File: config.mk
export PLATFORM = sky130hd
export DESIGN_NAME = block_interleaver
export DESIGN_NICKNAME = d
export VERILOG_FILES = /design/src/rtl/block_interleaver.sv
export SDC_FILE = /design/constraint.sdc
export NUM_CORES = 1
export LEC_CHECK = 0
export CAP_MARGIN = 20
export CORE_MARGIN = 5
export CORE_UTILIZATION = 25
export CTS_CLUSTER_DIAMETER = 80
export DETAILED_ROUTE_END_ITERATION = 10
export PLACE_DENSITY = 0.51
export SETUP_SLACK_MARGIN = 0.02
export SYNTH_ARGS = -nofsm -noshare
export SYNTH_HDL_FRONTEND = slang
export SYNTH_SLANG_ARGS = --single-unit
File: constraint.sdc
create_clock -name clk -period 3.9 [get_ports clk]
set_input_delay 0.78 -clock clk [delete_from_list [all_inputs] [get_ports clk]]
set_output_delay 0.78 -clock clk [all_outputs]
set_load 0.05 [all_outputs]
File: src/rtl/block_interleaver.sv
// Bit-serial row/column block interleaver: one frame of ROWS*COLS bits is written
// row-wise in FILL, then read back column-wise in DRAIN.
module block_interleaver #(
  parameter int ROWS = 4,
  parameter int COLS = 8
) (
  input  logic clk,
  input  logic reset,
  input  logic clear,
  input  logic in_valid,
  output logic in_ready,
  input  logic din,
  output logic out_valid,
  input  logic out_ready,
  output logic dout,
  output logic out_first,
  output logic out_last
);

  localparam int N  = ROWS * COLS;
  localparam int RW = (ROWS > 1) ? $clog2(ROWS) : 1;
  localparam int CW = (COLS > 1) ? $clog2(COLS) : 1;
  localparam int AW = (N > 1) ? $clog2(N) : 1;

  typedef enum logic {
    FILL  = 1'b0,
    DRAIN = 1'b1
  } state_t;

  state_t         state, state_next;
  logic [N-1:0]   mem;
  logic [CW-1:0]  wr_c, rd_c;
  logic [RW-1:0]  wr_r, rd_r;
  logic [AW-1:0]  wr_idx, rd_idx;
  logic           in_acc, out_acc;
  logic           wr_last, rd_last;

  // Handshakes: a transfer happens on a rising edge where valid && ready are both
  // high; valid never waits on ready, and clear cancels any transfer in its cycle.
  assign in_ready  = (state == FILL);
  assign out_valid = (state == DRAIN);
  assign in_acc    = in_valid && in_ready && !clear;
  assign out_acc   = out_valid && out_ready && !clear;

  assign wr_idx  = AW'(wr_r) * AW'(COLS) + AW'(wr_c);
  assign rd_idx  = AW'(rd_r) * AW'(COLS) + AW'(rd_c);
  assign wr_last = (wr_c == CW'(COLS - 1)) && (wr_r == RW'(ROWS - 1));
  assign rd_last = (rd_c == CW'(COLS - 1)) && (rd_r == RW'(ROWS - 1));

  assign dout      = out_valid ? mem[rd_idx] : 1'b0;
  assign out_first = out_valid && (rd_c == '0) && (rd_r == '0);
  assign out_last  = out_valid && rd_last;

  always_ff @(posedge clk or negedge reset) begin
    if (!reset) state <= FILL;
    else        state <= state_next;
  end

  always_comb begin
    state_next = state;
    if (clear) begin
      state_next = FILL;
    end else begin
      case (state)
        FILL:    if (in_acc && wr_last)  state_next = DRAIN;
        DRAIN:   if (out_acc && rd_last) state_next = FILL;
        default: state_next = FILL;
      endcase
    end
  end

  // Write side: column is the fast index; both wrap to 0 after the last bit.
  always_ff @(posedge clk or negedge reset) begin
    if (!reset) begin
      wr_c <= '0;
      wr_r <= '0;
    end else if (clear) begin
      wr_c <= '0;
      wr_r <= '0;
    end else if (in_acc) begin
      if (wr_c == CW'(COLS - 1)) begin
        wr_c <= '0;
        wr_r <= (wr_r == RW'(ROWS - 1)) ? '0 : wr_r + 1'b1;
      end else begin
        wr_c <= wr_c + 1'b1;
      end
    end
  end

  // Read side: row is the fast index, giving column-wise output order.
  always_ff @(posedge clk or negedge reset) begin
    if (!reset) begin
      rd_c <= '0;
      rd_r <= '0;
    end else if (clear) begin
      rd_c <= '0;
      rd_r <= '0;
    end else if (out_acc) begin
      if (rd_r == RW'(ROWS - 1)) begin
        rd_r <= '0;
        rd_c <= (rd_c == CW'(COLS - 1)) ? '0 : rd_c + 1'b1;
      end else begin
        rd_r <= rd_r + 1'b1;
      end
    end
  end

  always_ff @(posedge clk or negedge reset) begin
    if (!reset)      mem <= '0;
    else if (in_acc) mem[wr_idx] <= din;
  end

endmodule

## Word level (Yosys, flattened, before mapping)

Cells that the tools add are included.

- Memory bits (read-only): 0
- Memory bits (writable): 0
- Memories: 0
- Register bits: 43
- Bits in latches: 0

- Equality and inequality tests: 4
- Reductions and logical operators: 21
- $add $sub $neg: 6
- Div/mod/pow operators: 0
- Bitwise operators: 1
- Multipliers: 0
- Shift operators: 0
- Mux-type cells: 24
- Order comparisons: 3

Operators with widths:

| kind | count |
|---|---|
| $bwmux W32 | 1 |
| $mux W3 | 7 |
| $mux W2 | 7 |
| $logic_and A1 B1 Y1 | 12 |
| $lt A5 B6 Y1 const B | 2 |
| $add A5 B3 Y5 | 2 |
| $reduce_bool A2 Y1 | 4 |
| $add A3 B1 Y3 const B | 2 |
| $eq A3 B3 Y1 const B | 2 |
| $mux W1 | 6 |
| $bmux W1 S5 | 1 |
| $demux W1 S5 | 1 |
| $ge A5 B1 Y1 const B | 1 |
| $add A2 B1 Y2 const B | 2 |
| $eq A2 B2 Y1 const B | 2 |
| $reduce_and A2 Y1 | 2 |
| $logic_not A3 Y1 | 1 |
| $logic_not A2 Y1 | 1 |
| $pmux W1 S2 | 1 |
| $logic_not A1 Y1 | 1 |
| $not A1 Y1 | 1 |

## Depth between registers and ports, before layout

Gate-level depths: netlist of the first run.

- Depth in word-level cells: 7
- Mapped depth: 5
- Gate-level depth less buffers: 5

## Worst setup path before layout of the first run

Ideal clock, no wire load.

- Path type: reg2out
- From: register state (netlist: out_valid)
- To: output port dout
- Buffers on the path: 0
- Arrival: 1875 ps
- Path slack: 1245 ps
- Stages on the path, launching flop included: 4
- Required time: 3120 ps
- Cell sequence: dfrtp_1 inv_1 a41oi_1 o311a_1

- Longest elaborated chain between the ends: 1

Ends and longest elaborated chain:

| item | line | text |
|---|---|---|
| start: declaration | 30 | `state_t state, state_next;` |
| start signal: assignment | 56 | `else state <= state_next;` |
| $mux W1 | 50 | `assign dout = out_valid ? mem[rd_idx] : 1'b0;` |
| end: declaration | 15 | `output logic dout,` |

No other way between the ends.

## Final worst setup path of the first run

- From: register rd_c[0]
- To: output port dout

- Longest elaborated chain between the ends: 4

Ends and longest elaborated chain:

| item | line | text |
|---|---|---|
| start: declaration | 32 | `logic [CW-1:0] wr_c, rd_c;` |
| start signal: assignment | 101 | `rd_c <= (rd_c == CW'(COLS - 1)) ? '0 : rd_c + 1'b1;` |
| $add A5 B3 Y5 | 46 | `assign rd_idx = AW'(rd_r) * AW'(COLS) + AW'(rd_c);` |
| $bmux W1 S5 | 50 |  |
| $mux W1 (not written as such) | 50 |  |
| $mux W1 | 50 |  |

No other way between the ends. The select of a mux whose other input is x is not followed.

==> results.txt, run 1 <==
----------------------------------------------------
[Clock tree]
  Number of buffers inserted during clock tree synthesis ... 5
  Bufs on Longest Clock Path ... 2
  Number of clock sinks ... 43
  Clock-pin transition on the worst setup and hold timing paths ... 0.08 ns
  Root Driver ... clkbuf_8
  Post-CTS Setup Repair Bufs ... 0
  CTS H-tree depth ... 2
  Total of cells resized after clock tree synthesis ... 0
  Clock insertion delay at the later pin of the skew report ... around 0.3 ns
  Clock tree from TritonCTS ... done
  Hold buffers post-CTS ... 0

[Logic synthesis]
  Primary FF master, synth ... dfrtp_1
  Count of unique library cells instantiated by Yosys ... 28
  Seq cells post-synth ... 43
  Cell area after synthesis ... 2370 um2
  Share of the yosys chip area belonging to registers ... 45.4%
  Share of synthesized flip-flops with an asynchronous set or reset ... 100%
  Post-synthesis cell count ... 209
  Avg Cell Area, Syn ... 11.3 um2
  Number of flops mapped to enable cells by yosys ... 0
  Ys Warns ... 0
  Synthesized net count ... 229

[STA]
  Hold Vio Cnt, Final ... 0
  Final setup vio count ... 0
  Slew headroom ... about 34%
  Total Negative Setup Slacks ... 0 ns
  Final period utilization ... 91.0%
  Worst Tran Pin Value ... 0.982 ns
  Post-layout minimum cycle time ... 3.55 ns
  Fin. max-slew vios ... 0
  Least setup slack across all paths after layout ... between 0.3 and 0.4 ns
  Peak clock frequency supported by timing ... 282 MHz
  Final Skew ... approximately 0.005 ns
  Unrepaired setup endpoints after global routing ... false

[Worst setup path]
  Worst path arrival time ... between 2 and 3 ns
  Endpoint of the lowest-slack register-to-register path ... mem[15]
  Type of destination of the critical path ... output pin
  Reg2Reg Depth ... 4
  Beginning of the worst register-to-register path ... out_valid
  Worst path cell trace ... mux4_2 > nor2_1 > a311oi_1 > o311a_1 > clkdlybuf4s50_1
  WP data required ... 3.12 ns
  Delay of the slowest critical-path stage ... 0.70 ns
  Standard cell with the maximum stage delay on the critical path ... clkdlybuf4s50_1
  Worst Path Class, Setup ... reg2out
  Nature of the critical path startpoint ... flip-flop
  CP Max Fanout ... 11
  Top delay family on crit path ... buffers and inverters
  Number of buffer and inverter instances along the worst setup path ... 1
  Register-to-register path setup slack ... 2.09 ns

[Floorplanning]
  Die footprint ... about 12000 um2
  Starting Density ... 25.6%
  Std-Cell Core Area ... ~9200 um2
  Floorplan row count ... 35
  Horizontal die dimension ... 107 um
  Number of primary I/O pins ... 11
  Die Ht ... between 100 and 150 um

[GRT]
  First-pass GRT wire length ... 8280 um
  Grt ovf ... 0
  Number of antenna violations at the first check in global routing ... 0
  Via count of the first global-routing pass ... 1607
  Maximum number of pins on one net before global-route repair ... 44
  Gr usage total ... under 10%

[Power and ir drop]
  Static Leak ... about 1.2 nW
  Power per Cell Area ... 324 nW/um2
  Worst IR Drop VDD ... 0.119 mV
  Final Power ... 0.000870 W

[Layout]
  Sequential cell area ... 1080 um2
  Share of layout cells above drive strength 1 ... 18.8%
  Area occupied by multi-input gates ... about 1200 um2
  Finished Core Util ... just under 30%
  Final Instance Area ... 2690 um2
  Most common cell after layout, fill and taps aside ... dfrtp_1
  Synthesis-to-layout area growth ... 13.6%
  Layout Nets ... between 200 and 250
  Layout fillers ... approximately 960
  Top library cells by usage in the layout, fill and taps aside ... dfrtp_1, nand2_1, mux2_2, nor2_1, ha_1
  Number of antenna repair diodes ... 0

[Placed design]
  Count of port buffers added during placement ... 10
  Setup slack at placement ... 0.665 ns
  Post-DP HPWL ... 3660 um
  Area post-placement ... 2570 um2
  Last weighted congestion value of the routability-driven placer ... 0.801

[Detailed routing]
  Number of nets still failing antenna checks after routing ... 0
  Residual DRC count ... 0
  Via count of the routed design ... about 1.5k
  Detailed-routing iteration count for the pre-antenna-repair pass ... 4
  Detailed Route WL ... between 4000 and 5000 um
  Vias per inst ... 4.43
  Detailed-route wire length per cell ... ~14 um
  Initial DRC Count ... 81

[Outcome]
  Status ... finished, final reports clean

[Flow run]
  Max-Cap Viols ... 0

[Worst hold path]
  Class of the tightest hold or removal check ... in2async

----------------------------------------------------
-- layout make-up --
class	count	share of cell area [%]
multi-input combinational	148	44.7
inverter	9	1.26
clock buffer	6	2.70
tap	129	6.00
sequential	43	40.0
timing repair buffer	11	4.28
clock inverter	1	1.12
-- state kept, by name, summed over array words and instances (netlist names) --
signal     count
mem           32
rd_c           3
wr_c           3
rd_r           2
wr_r           2
out_valid      1
-- worst register-to-register path: cells and delay by family, from the launching register on --
kind	cells	cell delay (ns)
multiplexers	1	0.34
flip-flops	1	0.48
AND/OR/NAND/NOR	3	0.87
-- through the flow --
stage	hold slack [ns]	instances
2_1_floorplan	0.459	209
3_3_place_gp	0.489	339
3_5_place_dp	0.488	339
4_1_cts	0.507	346
5_1_grt	0.293	347
6_report	0.299	347
-- kinds of logic after synthesis --
family	synth area share, %
XOR/XNOR	0.740
AO/OA/AOI/OAI	2.91
buffers and inverters	3.86
AND/OR/NAND/NOR	14.2
flip-flops	45.4
multiplexers	25.5
adder cells (fa/ha/maj)	7.40
-- power by group --
part | leakage, nW | internal, W | switching [W]
logic | 0.551 | 0.0000299 | 0.0000355
registers | 0.593 | 0.000461 | 0.00000872
clock network | 0.0513 | 0.000188 | 0.000147
-- synth_stat cells, types with 5 or more instances --
cell | count | area share [%]
nor2_1 | 26 | 4.1
clkbuf_1 | 5 | 0.79
nand2_1 | 31 | 4.9
mux2i_1 | 6 | 2.5
nand3_1 | 5 | 1.1
mux2_2 | 29 | 14
inv_1 | 9 | 1.4
ha_1 | 14 | 7.4
dfrtp_1 | 43 | 45
nor2b_1 | 5 | 1.3
a21oi_1 | 5 | 1.1
-- worst max path at each step --
stage,startpoint,to,slack (ns),cells past startpoint
2_1_floorplan,out_valid,dout,1.25,3
3_3_place_gp,rd_c[0],dout,0.69,5
3_5_place_dp,rd_c[0],dout,0.67,5
4_1_cts,rd_c[0],dout,0.33,5
5_1_grt,rd_c[0],dout,0.22,5
6_report,rd_c[0],dout,0.35,5
-- layer usage --
layer	global-route usage [%]	up-vias	wire, um
met5	0	-	0
met4	3.52	0	124
met3	2.52	12	235
met2	14.9	31	2260
met1	12.2	761	2330
li1	-	732	-
(Power assumes the default switching activity.)
==> inputs of run 2 (changes only) <==
==> constraint.sdc (replaced) <==
create_clock -name clk -period 3.55 [get_ports clk]
set_input_delay 0.71 -clock clk [delete_from_list [all_inputs] [get_ports clk]]
set_output_delay 0.71 -clock clk [all_outputs]
set_load 0.05 [all_outputs]
==> run 2 against run 1 <==
Net effect:
- register-to-register slack worse by 0.32 ns
- sequential power is 10% higher
- core utilization grew 0.18 points
- global-route usage fell by 0.076 points
- clock-buffer cell count unchanged
- combinational power is 8.7% higher
- worst hold slack gained 0.045 ns
- via count grew 1.5%
- setup slack lost 0.12 ns
- critical path type unchanged
- critical endpoint unchanged
==> results.txt, run 2 (synthesis results as in run 1) <==
----------------------------------------------------
[Outcome]
  Status ... finished, final reports clean

[Floorplanning]
  Number of primary I/O pins ... 11
  Die footprint ... 11500 um2
  Floorplan row count ... 35
  Std-Cell Core Area ... roughly 9200 um2
  Die Ht ... 107 um
  Horizontal die dimension ... 107 um
  Starting Density ... around 26%

[Worst setup path]
  Worst path arrival time ... 2.61 ns
  Type of destination of the critical path ... output pin
  Nature of the critical path startpoint ... flip-flop
  Delay of the slowest critical-path stage ... approximately 0.70 ns
  Reg2Reg Depth ... 4
  Worst Path Class, Setup ... reg2out
  Standard cell with the maximum stage delay on the critical path ... clkdlybuf4s50_1
  Worst path cell trace ... mux4_2 > nor2_1 > a311oi_1 > o311a_1 > clkdlybuf4s50_1
  WP data required ... 2.84 ns
  CP Max Fanout ... 11

[Detailed routing]
  Initial DRC Count ... 48
  Via count of the routed design ... 1559
  Vias per inst ... 4.48
  Detailed-route wire length per cell ... approximately 14 um
  Detailed-routing iteration count for the pre-antenna-repair pass ... 4
  Number of nets still failing antenna checks after routing ... 0
  Residual DRC count ... 0
  Detailed Route WL ... about 4900 um

[GRT]
  Maximum number of pins on one net before global-route repair ... 44
  First-pass GRT wire length ... 8220 um
  Grt ovf ... 0
  Number of antenna violations at the first check in global routing ... 0
  Gr usage total ... 9.31%
  Via count of the first global-routing pass ... 1646

[STA]
  Unrepaired setup endpoints after global routing ... false
  Peak clock frequency supported by timing ... roughly 300 MHz
  Final Skew ... around 0.0039 ns
  Final Hold Slack ... 0.343 ns
  Post-layout minimum cycle time ... 3.32 ns
  Worst Tran Pin Value ... 0.995 ns
  Total Negative Setup Slacks ... 0 ns
  Slew headroom ... 33.5%
  Hold Vio Cnt, Final ... 0
  Final period utilization ... 93.6%
  Final setup vio count ... 0
  Fin. max-slew vios ... 0

[Clock tree]
  Number of buffers inserted during clock tree synthesis ... 5
  Clock tree from TritonCTS ... done
  Root Driver ... clkbuf_8
  CTS H-tree depth ... 2
  Number of clock sinks ... 43
  Bufs on Longest Clock Path ... 2
  Total of cells resized after clock tree synthesis ... 0
  Hold buffers post-CTS ... 0
  Clock insertion delay at the later pin of the skew report ... ~0.29 ns
  Clock-pin transition on the worst setup and hold timing paths ... 0.08 ns
  Post-CTS Setup Repair Bufs ... 0

[Layout]
  Layout Nets ... 238
  Share of layout cells above drive strength 1 ... ~20%
  Number of antenna repair diodes ... 0
  Top reg by flops ... mem
  Top library cells by usage in the layout, fill and taps aside ... dfrtp_1, nand2_1, mux2_2, nor2_1, ha_1
  Area occupied by multi-input gates ... approximately 1200 um2
  Layout fillers ... approximately 960
  Synthesis-to-layout area growth ... 14.3%
  Sequential cell area ... 1080 um2
  Flip-flop count of the largest register after layout ... 32
  Most common cell after layout, fill and taps aside ... dfrtp_1
  Top Registers ... mem x32, rd_c x3, wr_c x3

[Placed design]
  Count of port buffers added during placement ... 10
  Post-DP HPWL ... 3670 um
  Last weighted congestion value of the routability-driven placer ... around 0.8

[Worst hold path]
  Class of the tightest hold or removal check ... in2async

[Power and ir drop]
  Final Power ... 0.000981 W
  Worst IR Drop VDD ... between 0.1 and 0.15 mV
  Static Leak ... around 1.2 nW
  Power per Cell Area ... roughly 360 nW/um2

[Flow run]
  Max-Cap Viols ... 0

----------------------------------------------------
==> run 2: cell count changes in the layout (fill, tap and decap cells not counted) <==
cell and change:
clkbuf_1 -1, clkbuf_8 +1, clkinv_2 +1, dfrtp_1 -1, dfrtp_2 +1
==> run 2: worst max-delay path: cells and delay by family (launching register included) <==
kind | cells | cell delay, ns
buffers and inverters | 1 | 0.70
multiplexers | 1 | 0.54
AND/OR/NAND/NOR | 1 | 0.10
AO/OA/AOI/OAI | 2 | 0.42
flip-flops | 1 | 0.56
==> run 2: area by class of cell <==
| cell class | instances | area share [%] |
|---|---|---|
| clock inverters | 2 | 1.29 |
| inverters | 9 | 1.25 |
| clock buffers | 6 | 3.05 |
| well taps | 129 | 5.96 |
| flip-flops and latches | 43 | 39.8 |
| multi-input cells | 148 | 44.4 |
| repair buffers | 11 | 4.25 |
==> run 2: routing by layer <==
layer	global-route usage [%]	up-vias	wire length [um]	share of wire, %
met2	14.9	26	2290	47
met4	3.88	0	152	3.1
li1	-	733	-	-
met3	2.64	14	200	4.1
met5	0	-	0	0
met1	11.8	786	2280	46
==> run 2: path summary, 6_finish.rpt <==
kind	to	from	slack (ns)
worst max-delay path	dout	rd_c[0]	0.23
worst min-delay path	wr_r[1]	reset	0.34
worst max register to register	mem[4]	out_valid	1.77
worst min register to register	mem[26]	mem[26]	0.50
max in group asynchronous	mem[26]	reset	2.72
min in group clk	mem[26]	mem[26]	0.50
==> run 2: power breakdown <==
group	switching (W)	leakage, nW	total (W)	internal, W
clock	0.000166	0.0612	0.000393	0.000228
combinational	0.0000385	0.551	0.0000711	0.0000327
sequential	0.0000105	0.592	0.000517	0.000507
==> run 2: through the flow <==
step / instances / setup WS, ns / utilization, % / area (um2)
global placement: 339 / 0.400 / 27.8 / 2570
detailed placement: 339 / 0.381 / 27.8 / 2570
finish: 348 / 0.227 / 29.3 / 2710
global route: 348 / 0.129 / 29.3 / 2710
floorplan: 209 / 0.965 / - / 2370
CTS: 347 / 0.0504 / 29.1 / 2690
==> inputs of run 3 (changes only) <==
==> constraint.sdc (replaced) <==
create_clock -name clk -period 4.2 [get_ports clk]
set_input_delay 0.84 -clock clk [delete_from_list [all_inputs] [get_ports clk]]
set_output_delay 0.84 -clock clk [all_outputs]
set_load 0.05 [all_outputs]
==> run 3 against run 2 <==
Net effect:
- clock-buffer cell count up 1
- first-iteration DRC count up 33%
- clock power down 25%
- wire length down 0.63%
- critical path type unchanged
==> results.txt, run 3 (synthesis results as in run 1) <==
----------------------------------------------------
[Clock tree]
  Clock tree from TritonCTS ... done
  Number of clock sinks ... 43
  Number of buffers inserted during clock tree synthesis ... 5
  Clock-pin transition on the worst setup and hold timing paths ... approximately 0.08 ns
  Total of cells resized after clock tree synthesis ... 0
  CTS H-tree depth ... 2
  Bufs on Longest Clock Path ... 2
  Clock insertion delay at the later pin of the skew report ... around 0.29 ns
  Post-CTS Setup Repair Bufs ... 0
  Hold buffers post-CTS ... 0
  Root Driver ... clkbuf_8

[Floorplanning]
  Floorplan row count ... 35
  Number of primary I/O pins ... 11
  Horizontal die dimension ... 107 um
  Std-Cell Core Area ... 9240 um2
  Starting Density ... between 20% and 30%
  Die Ht ... 107 um
  Die footprint ... 11500 um2

[Worst setup path]
  Worst Path Class, Setup ... reg2out
  Nature of the critical path startpoint ... flip-flop
  WP data required ... around 3.4 ns
  Worst setup startpoint ... rd_c[0]
  Type of destination of the critical path ... output pin
  Worst path arrival time ... approximately 2.8 ns
  Beginning of the worst register-to-register path ... out_valid
  CP Max Fanout ... 11

[Layout]
  Final Instance Count excl. Fillers ... 348
  Flip-flop count of the largest register after layout ... 32
  Top library cells by usage in the layout, fill and taps aside ... dfrtp_1, nand2_1, mux2_2, nor2_1, ha_1
  Top reg by flops ... mem
  Layout fillers ... 980
  Share of layout cells above drive strength 1 ... around a fifth
  Number of antenna repair diodes ... 0
  Synthesis-to-layout area growth ... 13.6%
  Top Registers ... mem x32, rd_c x3, wr_c x3
  Final Instance Area ... 2690 um2
  Area occupied by multi-input gates ... 1200 um2
  Sequential cell area ... 1080 um2
  Most common cell after layout, fill and taps aside ... dfrtp_1
  Layout Nets ... 238

[STA]
  Worst Tran Pin Value ... 0.980 ns
  Final setup vio count ... 0
  Slew headroom ... approximately 34%
  Unrepaired setup endpoints after global routing ... false
  Final Hold Slack ... 0.347 ns
  Total Negative Setup Slacks ... 0 ns
  Hold Vio Cnt, Final ... 0
  Post-layout minimum cycle time ... approximately 3.6 ns
  Final Skew ... 0.00450 ns
  Fin. max-slew vios ... 0
  Peak clock frequency supported by timing ... 277 MHz
  Final period utilization ... a little under nine tenths

[Detailed routing]
  Residual DRC count ... 0
  Detailed-routing iteration count for the pre-antenna-repair pass ... 4
  Number of nets still failing antenna checks after routing ... 0
  Vias per inst ... 4.32
  Initial DRC Count ... 64
  Detailed-route wire length per cell ... approximately 14 um
  Detailed Route WL ... between 4000 and 5000 um
  Via count of the routed design ... 1503

[Placed design]
  Post-DP HPWL ... ~3700 um
  Area post-placement ... between 2000 and 3000 um2
  Last weighted congestion value of the routability-driven placer ... 0.801
  Count of port buffers added during placement ... 10
  Placed cell count ... 339

[Outcome]
  Status ... finished, final reports clean

[Power and ir drop]
  Static Leak ... 1.19 nW
  Final Power ... slightly below 0.0008 W
  Worst IR Drop VDD ... 0.105 mV
  Power per Cell Area ... 294 nW/um2

[Worst hold path]
  Class of the tightest hold or removal check ... in2async

[GRT]
  Grt ovf ... 0
  First-pass GRT wire length ... between 8000 and 9000 um
  Number of antenna violations at the first check in global routing ... 0
  Gr usage total ... 9.46%
  Maximum number of pins on one net before global-route repair ... 44
  Via count of the first global-routing pass ... 1600

[Flow run]
  Max-Cap Viols ... 0

----------------------------------------------------
==> run 3: cell count changes in the layout (fill, tap and decap cells not counted), sizes merged <==
cell	previous run	this run
clkinvlp	0	1
bufinv	1	0
clkbuf	6	7
clkinv	1	0
==> run 3: path summary, 6_finish.rpt <==
check                      endpoint  cells after the start  slack (ns)
max reg2reg                 mem[31]                      4        2.40
min reg2reg                 mem[26]                      1        0.51
max                            dout                      5        0.59
min in group clk            mem[26]                      1        0.51
min                         wr_r[1]                      1        0.35
max in group asynchronous   rd_c[2]                      2        3.42
==> run 3: through the flow <==
step	utilization, %	setup slack (ns)
6_report	29.1	0.589
4_1_cts	28.9	0.566
2_1_floorplan	-	1.49
5_1_grt	29.1	0.467
3_5_place_dp	27.8	0.901
3_3_place_gp	27.8	0.934
==> run 3: power by group <==
| part | total [W] | internal, W | switching (W) |
|---|---|---|---|
| sequential | 0.000437 | 0.000428 | 0.00000834 |
| clock | 0.000294 | 0.000150 | 0.000144 |
| combinational | 0.0000607 | 0.0000278 | 0.0000329 |
| total | 0.000791 | 0.000606 | 0.000186 |
==> run 3: worst max-delay path, stage by stage (launching register included) <==
cell and delay (ns):
dfrtp_1 0.68, mux4_2 0.57, nor2_1 0.10, a311oi_1 0.06
o311a_1 0.36, clkdlybuf4s50_1 0.70
==> run 3: metal layers <==
metal,part of all wire [%],vias up,track usage (%),routed length (um)
met3,4.9,8,3.36,242
met1,48,738,12.5,2370
met4,2.1,0,2.71,103
met5,0,-,0,0
met2,44,27,14.6,2180
li1,-,730,-,-
==> run 3: area by class of cell <==
cell class	count	share of cell area [%]
tap	129	6.00
inverter	9	1.26
clock buffer	7	3.58
clock inverter	1	0.279
multi-input combinational	148	44.6
timing repair buffer	11	4.28
sequential	43	40.0
